==> src/rtl/nes_input_pkg.sv <==
// Shared scan-code constants, button indices and decoder types for the NES joypad front end.
package nes_input_pkg;

  localparam int unsigned BYTE_W = 8;
  localparam int unsigned BTN_W  = 8;

  // Prefixes and keyboard control/status bytes
  localparam logic [BYTE_W-1:0] SC_BREAK   = 8'hF0;
  localparam logic [BYTE_W-1:0] SC_EXT     = 8'hE0;
  localparam logic [BYTE_W-1:0] SC_PAUSE   = 8'hE1;
  localparam logic [BYTE_W-1:0] SC_BAT_OK  = 8'hAA;
  localparam logic [BYTE_W-1:0] SC_ACK     = 8'hFA;
  localparam logic [BYTE_W-1:0] SC_RESEND  = 8'hFE;
  localparam logic [BYTE_W-1:0] SC_ECHO    = 8'hEE;

  // Player 1 keys (directions are E0-prefixed arrows)
  localparam logic [BYTE_W-1:0] SC_P1_A      = 8'h22;
  localparam logic [BYTE_W-1:0] SC_P1_B      = 8'h1A;
  localparam logic [BYTE_W-1:0] SC_P1_SELECT = 8'h59;
  localparam logic [BYTE_W-1:0] SC_P1_START  = 8'h5A;
  localparam logic [BYTE_W-1:0] SC_P1_UP     = 8'h75;
  localparam logic [BYTE_W-1:0] SC_P1_DOWN   = 8'h72;
  localparam logic [BYTE_W-1:0] SC_P1_LEFT   = 8'h6B;
  localparam logic [BYTE_W-1:0] SC_P1_RIGHT  = 8'h74;

  // Player 2 keys (all non-extended)
  localparam logic [BYTE_W-1:0] SC_P2_A      = 8'h42;
  localparam logic [BYTE_W-1:0] SC_P2_B      = 8'h3B;
  localparam logic [BYTE_W-1:0] SC_P2_SELECT = 8'h34;
  localparam logic [BYTE_W-1:0] SC_P2_START  = 8'h33;
  localparam logic [BYTE_W-1:0] SC_P2_UP     = 8'h1D;
  localparam logic [BYTE_W-1:0] SC_P2_DOWN   = 8'h1B;
  localparam logic [BYTE_W-1:0] SC_P2_LEFT   = 8'h1C;
  localparam logic [BYTE_W-1:0] SC_P2_RIGHT  = 8'h23;

  typedef enum logic [2:0] {
    BTN_A      = 3'd0,
    BTN_B      = 3'd1,
    BTN_SELECT = 3'd2,
    BTN_START  = 3'd3,
    BTN_UP     = 3'd4,
    BTN_DOWN   = 3'd5,
    BTN_LEFT   = 3'd6,
    BTN_RIGHT  = 3'd7
  } btn_e;

  typedef enum logic [1:0] {
    DEC_IDLE    = 2'd0,
    DEC_BRK     = 2'd1,
    DEC_EXT     = 2'd2,
    DEC_EXT_BRK = 2'd3
  } dec_state_e;

  typedef struct packed {
    logic hit;
    logic player;  // 0 = port 1, 1 = port 2
    btn_e idx;
  } key_map_t;

  function automatic logic is_ctrl_byte(input logic [BYTE_W-1:0] code);
    return (code == SC_BAT_OK) || (code == SC_ACK) || (code == SC_RESEND) ||
           (code == SC_ECHO) || (code == SC_PAUSE);
  endfunction

  // Look up a code in the extended or plain key table
  function automatic key_map_t map_key(input logic [BYTE_W-1:0] code, input logic ext);
    key_map_t m;
    m.hit    = 1'b1;
    m.player = 1'b0;
    m.idx    = BTN_A;
    if (ext) begin
      case (code)
        SC_P1_UP:    m.idx = BTN_UP;
        SC_P1_DOWN:  m.idx = BTN_DOWN;
        SC_P1_LEFT:  m.idx = BTN_LEFT;
        SC_P1_RIGHT: m.idx = BTN_RIGHT;
        default:     m.hit = 1'b0;
      endcase
    end else begin
      case (code)
        SC_P1_A:      m.idx = BTN_A;
        SC_P1_B:      m.idx = BTN_B;
        SC_P1_SELECT: m.idx = BTN_SELECT;
        SC_P1_START:  m.idx = BTN_START;
        SC_P2_A:      begin m.player = 1'b1; m.idx = BTN_A;      end
        SC_P2_B:      begin m.player = 1'b1; m.idx = BTN_B;      end
        SC_P2_SELECT: begin m.player = 1'b1; m.idx = BTN_SELECT; end
        SC_P2_START:  begin m.player = 1'b1; m.idx = BTN_START;  end
        SC_P2_UP:     begin m.player = 1'b1; m.idx = BTN_UP;     end
        SC_P2_DOWN:   begin m.player = 1'b1; m.idx = BTN_DOWN;   end
        SC_P2_LEFT:   begin m.player = 1'b1; m.idx = BTN_LEFT;   end
        SC_P2_RIGHT:  begin m.player = 1'b1; m.idx = BTN_RIGHT;  end
        default:      m.hit = 1'b0;
      endcase
    end
    return m;
  endfunction

  // Opposing directions held together cancel each other out
  function automatic logic [BTN_W-1:0] mask_opposing(input logic [BTN_W-1:0] b);
    logic [BTN_W-1:0] m;
    m = b;
    if (b[BTN_UP] && b[BTN_DOWN]) begin
      m[BTN_UP]   = 1'b0;
      m[BTN_DOWN] = 1'b0;
    end
    if (b[BTN_LEFT] && b[BTN_RIGHT]) begin
      m[BTN_LEFT]  = 1'b0;
      m[BTN_RIGHT] = 1'b0;
    end
    return m;
  endfunction

endpackage

==> src/rtl/nes_joypad_shift.sv <==
// One controller-port shift register: parallel reload while strobed, shift-right on reads.
module nes_joypad_shift
  import nes_input_pkg::*;
#(
  parameter bit OPEN_BUS_BIT = 1'b1
) (
  input  logic             Clk,
  input  logic             reset_n,
  input  logic             load,
  input  logic             rd,
  input  logic [BTN_W-1:0] load_val,
  output logic             d_c
);

  logic [BTN_W-1:0] sr_q;

  // Reload has priority so reads during strobe never advance the register
  always_ff @(posedge Clk) begin
    if (!reset_n) begin
      sr_q <= '1;
    end else if (load) begin
      sr_q <= load_val;
    end else if (rd) begin
      sr_q <= {OPEN_BUS_BIT, sr_q[BTN_W-1:1]};
    end
  end

  assign d_c = sr_q[0];

endmodule

==> src/rtl/nes_joypad_ctrl.sv <==
// PS/2 scan-code decoder feeding two NES controller ports with $4016/$4017 strobe/read semantics.
module nes_joypad_ctrl
  import nes_input_pkg::*;
#(
  parameter bit BLOCK_OPPOSING = 1'b1,
  parameter bit OPEN_BUS_BIT   = 1'b1
) (
  input  logic              Clk,
  input  logic              reset_n,
  input  logic              kb_valid,
  input  logic [BYTE_W-1:0] kb_data,
  input  logic              strobe_we,
  input  logic              strobe_d,
  input  logic              rd_p1,
  input  logic              rd_p2,
  output logic              d_p1,
  output logic              d_p2,
  output logic [BTN_W-1:0]  buttons_p1,
  output logic [BTN_W-1:0]  buttons_p2
);

  dec_state_e       state_q, state_d;
  logic [BTN_W-1:0] btn_p1_q, btn_p1_d;
  logic [BTN_W-1:0] btn_p2_q, btn_p2_d;
  logic [BTN_W-1:0] btn_p1_m, btn_p2_m;
  logic             strobe_q;
  logic             load_en;
  key_map_t         key_plain, key_ext, key_sel;
  logic             key_hit, key_set;

  assign key_plain = map_key(kb_data, 1'b0);
  assign key_ext   = map_key(kb_data, 1'b1);

  // Decoder state and raw button registers
  always_ff @(posedge Clk) begin
    if (!reset_n) begin
      state_q  <= DEC_IDLE;
      btn_p1_q <= '0;
      btn_p2_q <= '0;
    end else begin
      state_q  <= state_d;
      btn_p1_q <= btn_p1_d;
      btn_p2_q <= btn_p2_d;
    end
  end

  // Make/break/extended sequencing
  always_comb begin
    state_d  = state_q;
    btn_p1_d = btn_p1_q;
    btn_p2_d = btn_p2_q;
    key_sel  = key_plain;
    key_hit  = 1'b0;
    key_set  = 1'b0;

    if (kb_valid) begin
      if (is_ctrl_byte(kb_data)) begin
        state_d = DEC_IDLE;
      end else begin
        case (state_q)
          DEC_IDLE: begin
            if (kb_data == SC_BREAK) begin
              state_d = DEC_BRK;
            end else if (kb_data == SC_EXT) begin
              state_d = DEC_EXT;
            end else begin
              key_hit = key_plain.hit;
              key_set = 1'b1;
            end
          end
          DEC_BRK: begin
            state_d = DEC_IDLE;
            key_hit = key_plain.hit;
          end
          DEC_EXT: begin
            if (kb_data == SC_BREAK) begin
              state_d = DEC_EXT_BRK;
            end else begin
              state_d = DEC_IDLE;
              key_sel = key_ext;
              key_hit = key_ext.hit;
              key_set = 1'b1;
            end
          end
          DEC_EXT_BRK: begin
            state_d = DEC_IDLE;
            key_sel = key_ext;
            key_hit = key_ext.hit;
          end
          default: state_d = DEC_IDLE;
        endcase
      end
    end

    if (key_hit) begin
      if (key_sel.player) btn_p2_d[key_sel.idx] = key_set;
      else                btn_p1_d[key_sel.idx] = key_set;
    end
  end

  always_ff @(posedge Clk) begin
    if (!reset_n)       strobe_q <= 1'b0;
    else if (strobe_we) strobe_q <= strobe_d;
  end

  assign btn_p1_m   = BLOCK_OPPOSING ? mask_opposing(btn_p1_q) : btn_p1_q;
  assign btn_p2_m   = BLOCK_OPPOSING ? mask_opposing(btn_p2_q) : btn_p2_q;
  assign buttons_p1 = btn_p1_m;
  assign buttons_p2 = btn_p2_m;

  // A rising strobe write reloads on its own edge; a falling one takes the final reload
  assign load_en = strobe_q | (strobe_we & strobe_d);

  nes_joypad_shift #(.OPEN_BUS_BIT(OPEN_BUS_BIT)) u_shift_p1 (
    .Clk      (Clk),
    .reset_n  (reset_n),
    .load     (load_en),
    .rd       (rd_p1),
    .load_val (btn_p1_m),
    .d_c      (d_p1)
  );

  nes_joypad_shift #(.OPEN_BUS_BIT(OPEN_BUS_BIT)) u_shift_p2 (
    .Clk      (Clk),
    .reset_n  (reset_n),
    .load     (load_en),
    .rd       (rd_p2),
    .load_val (btn_p2_m),
    .d_c      (d_p2)
  );

endmodule
==> config.mk <==
export PLATFORM = sky130hd
export DESIGN_NAME = nes_joypad_ctrl
export DESIGN_NICKNAME = d
export VERILOG_FILES = /design/src/rtl/nes_input_pkg.sv /design/src/rtl/nes_joypad_shift.sv /design/src/rtl/nes_joypad_ctrl.sv
export SDC_FILE = /design/constraint.sdc
export NUM_CORES = 1
export LEC_CHECK = 0
export CAP_MARGIN = 25
export CORE_ASPECT_RATIO = 0.5
export CORE_MARGIN = 2
export CORE_UTILIZATION = 40
export CTS_CLUSTER_DIAMETER = 40
export DETAILED_ROUTE_END_ITERATION = 10
export GPL_TIMING_DRIVEN = 0
export PLACE_DENSITY_LB_ADDON = 0.12
export SKIP_LAST_GASP = 1
export SYNTH_ARGS = -nofsm -noshare
export SYNTH_HDL_FRONTEND = slang
export SYNTH_SLANG_ARGS = --single-unit
==> constraint.sdc <==
create_clock -name Clk -period 2.16 [get_ports Clk]
set_input_delay 0.324 -clock Clk [delete_from_list [all_inputs] [get_ports Clk]]
set_output_delay 0.324 -clock Clk [all_outputs]
set_load 0.01 [all_outputs]
Word-level counts from Yosys, hierarchy flattened:

Index checks and enable logic that the tools add are counted.

* bits in registers: 35
* latch bits: 0
* RAM bits: 0
* bits in read-only memories: 0
* input port bits: 15
* word-level logic and storage cells: 98
* memories: 0

* add/sub/neg operators: 0
* $mul: 0
* divide/modulo/power cells: 0
* magnitude comparators: 2
* equality and inequality tests: 27
* shift operators: 0
* mux-type cells: 38
* bitwise gates (word level): 3
* reduce and logical (&&, ||, !) cells: 22

Operators with widths (number)
* 8-bit by 7-bit == test with 1-bit output (second input constant): 7
* 8-bit == test (second input constant): 7
* 8-bit by 6-bit == test with 1-bit output (second input constant): 5
* 8-bit by 5-bit == test with 1-bit output (second input constant): 4
* 8-bit 2-to-1 mux: 4
* 3-bit one-hot mux with 7 select lines: 1
* 8-bit bitwise mux: 2
* 2-bit 2-to-1 mux: 8
* 1-bit 2-to-1 mux: 14
* 4-bit 2-to-1 mux: 3
* 3-bit one-hot mux with 4 select lines: 1
* 12-bit OR reduction: 1
* 4-bit one-hot mux with 2 select lines: 1
* 2-bit OR reduction: 4
* 8-bit OR reduction: 1
* 2-bit one-hot mux with 3 select lines: 1
* 2-bit AND reduction: 3
* 1-bit logical AND: 5
* 2-bit == test (second input constant): 2
* 1-bit logical OR: 4
* 3-bit by 4-bit < comparator with 1-bit output (second input constant): 1
* 4-bit inequality test (second input constant): 1
* 1-bit one-hot mux with 4 select lines: 1
* 2-bit nonzero test: 2
* 9 further kinds: 9

Logic depth before layout (Yosys ltp):

* depth after elaboration: 12
* gate-level depth with buffers: 7
* mapped depth without buffers: 6

Hierarchy:

Synthesis repeated with hierarchy kept, for this count alone.

* cells, all modules: 259
* area total of the unflattened synthesis: 2393.5 um2

Modules (own cells, without submodules)
* nes_joypad_ctrl: instances 1, cells an instance 189, area an instance 1597.8 um2, sequential area each 380.4 um2
* nes_joypad_shift: instances 2, cells an instance 35, area an instance 397.9 um2, sequential area each 160.2 um2

Worst setup path after synthesis:

OpenSTA, ideal clock, no wires.

* path type: in2reg
* start point: input kb_data[2]
* end point: register btn_p2_q[2]
* data arrival time: 2.153 ns
* setup slack: -0.112 ns
* stages: 7
* path buffers: 1
* path through: clkbuf_1 > or3b_1 > a211o_1 > a211oi_2 > a32oi_4 > o311a_1 > a211o_1

* word-level cells in the longest chain between the ends: 12
* elaborated cells between the ends (all ways): 61
* those cells by class: order compare: 2; eq/ne: 23; mux: 24; reduce/logical: 12

RTL lines
* start: declaration: RTL line nes_joypad_ctrl.sv:11 `input logic [BYTE_W-1:0] kb_data,`
* 8-bit by 6-bit == test with 1-bit output (tied with other cells): RTL line nes_input_pkg.sv:80 `case (code)`
* 2-bit OR reduction (no line) or 1-bit logical OR (tied branches)
* 3-bit one-hot mux with 7 select lines or 1-bit logical OR (tied branches): RTL line nes_input_pkg.sv:80, nes_input_pkg.sv:61
* 4-bit 2-to-1 mux or 1-bit logical OR (tied branches): RTL line nes_joypad_ctrl.sv:76, nes_input_pkg.sv:61
* 4-bit one-hot mux with 2 select lines or 1-bit logical OR (tied branches): RTL line nes_joypad_ctrl.sv:60, nes_input_pkg.sv:62
* 4-bit 2-to-1 mux: RTL line nes_joypad_ctrl.sv:57 `if (is_ctrl_byte(kb_data)) begin`
* 4-bit 2-to-1 mux: RTL line nes_joypad_ctrl.sv:56 `if (kb_valid) begin`
* 3-bit by 4-bit < comparator with 1-bit output (implied by the code) or 3-bit by 1-bit >= comparator with 1-bit output (tied branches): RTL line nes_joypad_ctrl.sv:96 `if (key_sel.player) btn_p2_d[key_sel.idx] = key_set;`
* 1-bit logical AND (implied by the code): RTL line nes_joypad_ctrl.sv:96
* 1-bit 2-to-1 mux (implied by the code): RTL line nes_joypad_ctrl.sv:96
* 1-bit demux with 3-bit select: RTL line nes_joypad_ctrl.sv:96
* 8-bit bitwise mux: RTL line nes_joypad_ctrl.sv:96
* end signal: assignment: RTL line nes_joypad_ctrl.sv:43 `btn_p2_q <= btn_p2_d;`
* end: declaration: RTL line nes_joypad_ctrl.sv:24 `logic [BTN_W-1:0] btn_p2_q, btn_p2_d;`

Parallel ways exist; a longest one is shown, timed or not.
A chain may end at the register's enable or synchronous reset.

Worst setup path in the final report:

* start point: input kb_data[5]
* end point: register btn_p2_q[2]

Same word-level chain as after synthesis.

==> summary.md <==
| Metric | Value |
|---|---|
| Count of input and output buffers | 28 |
| Hold-fix buffers, CTS | 0 |
| HP Class | in2reg |
| First-pass GRT wire length | 9720 um |
| Rel. slew slack | 64.6% |
| Share of cells above drive strength 1 | 28.7% |
| Total Wirelength | 5860 um |
| Row cnt | 19 |
| Yosys reg bits | 35 |
| Initial antenna violation count | 0 |
| Max Cap Viol | 0 |
| Register area share after synthesis | 31.2% |
| Leading post-synthesis cells by cell area | dfxtp_1, mux2i_1, o211ai_1, nand2_1, nor2b_1 |
| Avg Cell Area, Syn | 8.75 sq um |
| CTS Buf Count | 5 |
| Status | finished, final reports clean |
| Syn_nets | 272 |
| Largest net degree at the start of global routing | 12 |
| # placed instances | 358 |
| Die X | 110 um |
| DIE HEIGHT | 57.0 um |
| Critical Path RT | 2330 ps |
| F_max | 471 MHz |
| CP arrival | 2300 ps |
| Core area | 5440 sq um |
| Worst-Skew Late Latency | 280 ps |
| Vias in the first global route | 2043 |
| Yosys top cell area share | 31.2% |
| Area of the die | 6270 sq um |
| Tcrit/Tclk final | 98.3% |
| First drt pass iteration count | 4 |
| CTS Buffer Depth | 2 |
| Area grow syn2layout | 38.0% |
| Max Slew Vio Count | 0 |
| NetSw | 0.384 mW |
| Syn Std Cell Area | 2250 sq um |
| GRT Overall Usage | 19.5% |
| Setup crit start kind | primary input |
| Switch share | 23.5% |
| Clock Root Buffer | clkbuf_8 |
| Fillers | 525 |
| Clock Power Share | 42.9% |
| Drt drc | 0 |
| CTS tree | yes |
| YS warnings | 0 |
| Setup CP Type | in2reg |
| Routed len/inst | 14.9 um |
| Avg Vias per Cell | 5.53 |
| Maximum VDD drop | 257 uV |
| Worst Clk Skew | 5.45 ps |
| Power Internal | 1.25 mW |
| Crit-path max FO | 6 |
| Setup Viol. Count Final | 0 |
| Setup TNS | 0 ps |
| Top cells by count, synth | dfxtp_1, nand2_1, mux2i_1 |
| Number of I/O pins | 33 |
| Async S/R FF share, synth | 0% |
| Cell variety after synth | 59 |
| H-tree level count | 2 |
| RD Place Congestion | 0.912 |
| P per Cell Area | 527 nW/um^2 |
| Post-Syn Instances | 257 |
| Sequential power share | 42.3% |
| Post-DRT Antenna Nets | 0 |
| Top FF cell, synth | dfxtp_1 |
| Synth area leader | dfxtp_1 |
| Count leader, synth | dfxtp_1 |
| Final net count | 334 |
| Number of synthesized flops with an enable pin | 0 |
| Final hold vios | 0 |
| Nature of the critical path endpoint | flop |
| Logic pwr share | 14.8% |
| Post-detail-place hpwl | 4110 um |
| R2r setup slk | 120 ps |
| Clock transition at the registers of the reported paths | 70 ps |
| Post-layout min period | 2120 ps |
| Clock sink count | 35 |
| Finished Layout Cells | 393 |
| Vias after detailed routing | 2175 |
| Leakage | 1.23 nW |
| GR Overflow Total | 0 |
| Worst slew pin tran | 530 ps |
| DR iter-0 viols | 90 |
| Initial Utilization | 41.3% |
| Ant. Diodes | 0 |
stage by stage:
step | hold slack, ps | power (mW) | instance area [sq um] | util (%) | setup slack [ps]
2_1_floorplan | 444 | 0.845 | 2280 | - | -44.7
3_3_place_gp | 457 | 0.912 | 2650 | 48.7 | -926
3_5_place_dp | 463 | 0.915 | 2650 | 48.7 | -973
4_1_cts | 352 | 1.62 | 2970 | 54.5 | 3.50
5_1_grt | 374 | 1.70 | 3100 | 57.0 | -32.2
6_report | 361 | 1.63 | 3100 | 57.0 | 36.3
registers in the layout, summed over array words and instances, names as in the netlist:
register	count
u_shift_p1.sr_q	8
btn_p2_q	8
state_q	2
u_shift_p2.sr_q	8
btn_p1_q	8
strobe_q	1
layout make-up:
| type | instances | area [sq um] | share of cell area, % |
|---|---|---|---|
| inverters | 3 | 11.3 | 0.363 |
| clock inverters | 2 | 60.1 | 1.94 |
| well taps | 73 | 91.3 | 2.94 |
| flip-flops and latches | 35 | 701 | 22.6 |
| plain buffers | 25 | 205 | 6.62 |
| repair buffers | 55 | 454 | 14.6 |
| multi-input cells | 194 | 1510 | 48.6 |
| clock buffers | 6 | 72.6 | 2.34 |
metal layers:
layer,up-vias,share of wire (%),GRT usage [%]
met4,0,0.65,3.80
met2,38,47,33.2
met5,-,0,0
li1,1081,-,-
met3,4,3.1,3.43
met1,1052,49,26.3
worst max-delay path: stages:
cell and delay (ps):
buf_2 120, clkbuf_16 150, nand3b_1 210, or4_4 550, buf_4 160, a21oi_4 160, nor2_2 60, o311a_1 340
a211o_1 220
worst paths after layout:
kind                    start  depth (start not counted)           to
setup reg to reg   state_q[0]                          6  btn_p2_q[2]
setup / recovery   kb_data[5]                          9  btn_p2_q[2]
hold / removal        reset_n                          3  btn_p2_q[0]
hold reg to reg   btn_p1_q[5]                          2  btn_p1_q[5]
power by group through the flow:
stage	Clock (mW)	Combinational, mW	Sequential, mW
CTS	0.706	0.225	0.691
floorplan	0	0.142	0.703
global placement	0	0.206	0.705
finish	0.701	0.241	0.691
global route	0.738	0.263	0.694
detailed placement	0	0.209	0.706
placed cells by master, fill, tap and decap left out, types with 5 or more instances in the layout:
cell	Yosys	layout
buf_4	8	35
dfxtp_1	35	35
nand2_1	28	28
mux2i_1	27	27
o211ai_1	21	21
clkdlybuf4s50_1	0	20
nor2b_1	13	13
clkbuf_1	11	9
clkbuf_8	2	9
nor2_1	8	7
o21ai_0	9	7
a21oi_1	7	6
nand4_1	6	6
nor3_1	9	5
nand3b_1	5	5
kinds of logic after synthesis:
logic type,synth area share [%]
simple gates,25.5
flops,31.2
buf+inv,7.12
mux,12.0
xor+xnor,0.779
compound gates,23.4
what timing repair did:
| action | 4_1_cts | 5_1_grt |
|---|---|---|
| hold endpoints to repair | 0 | 0 |
| endpoints found under the setup margin | 16 | 16 |
| pin swaps | 16 | 13 |
| setup buffers | 15 | 12 |
| resized for setup | 41 | 22 |
(Power assumes the default switching activity.)
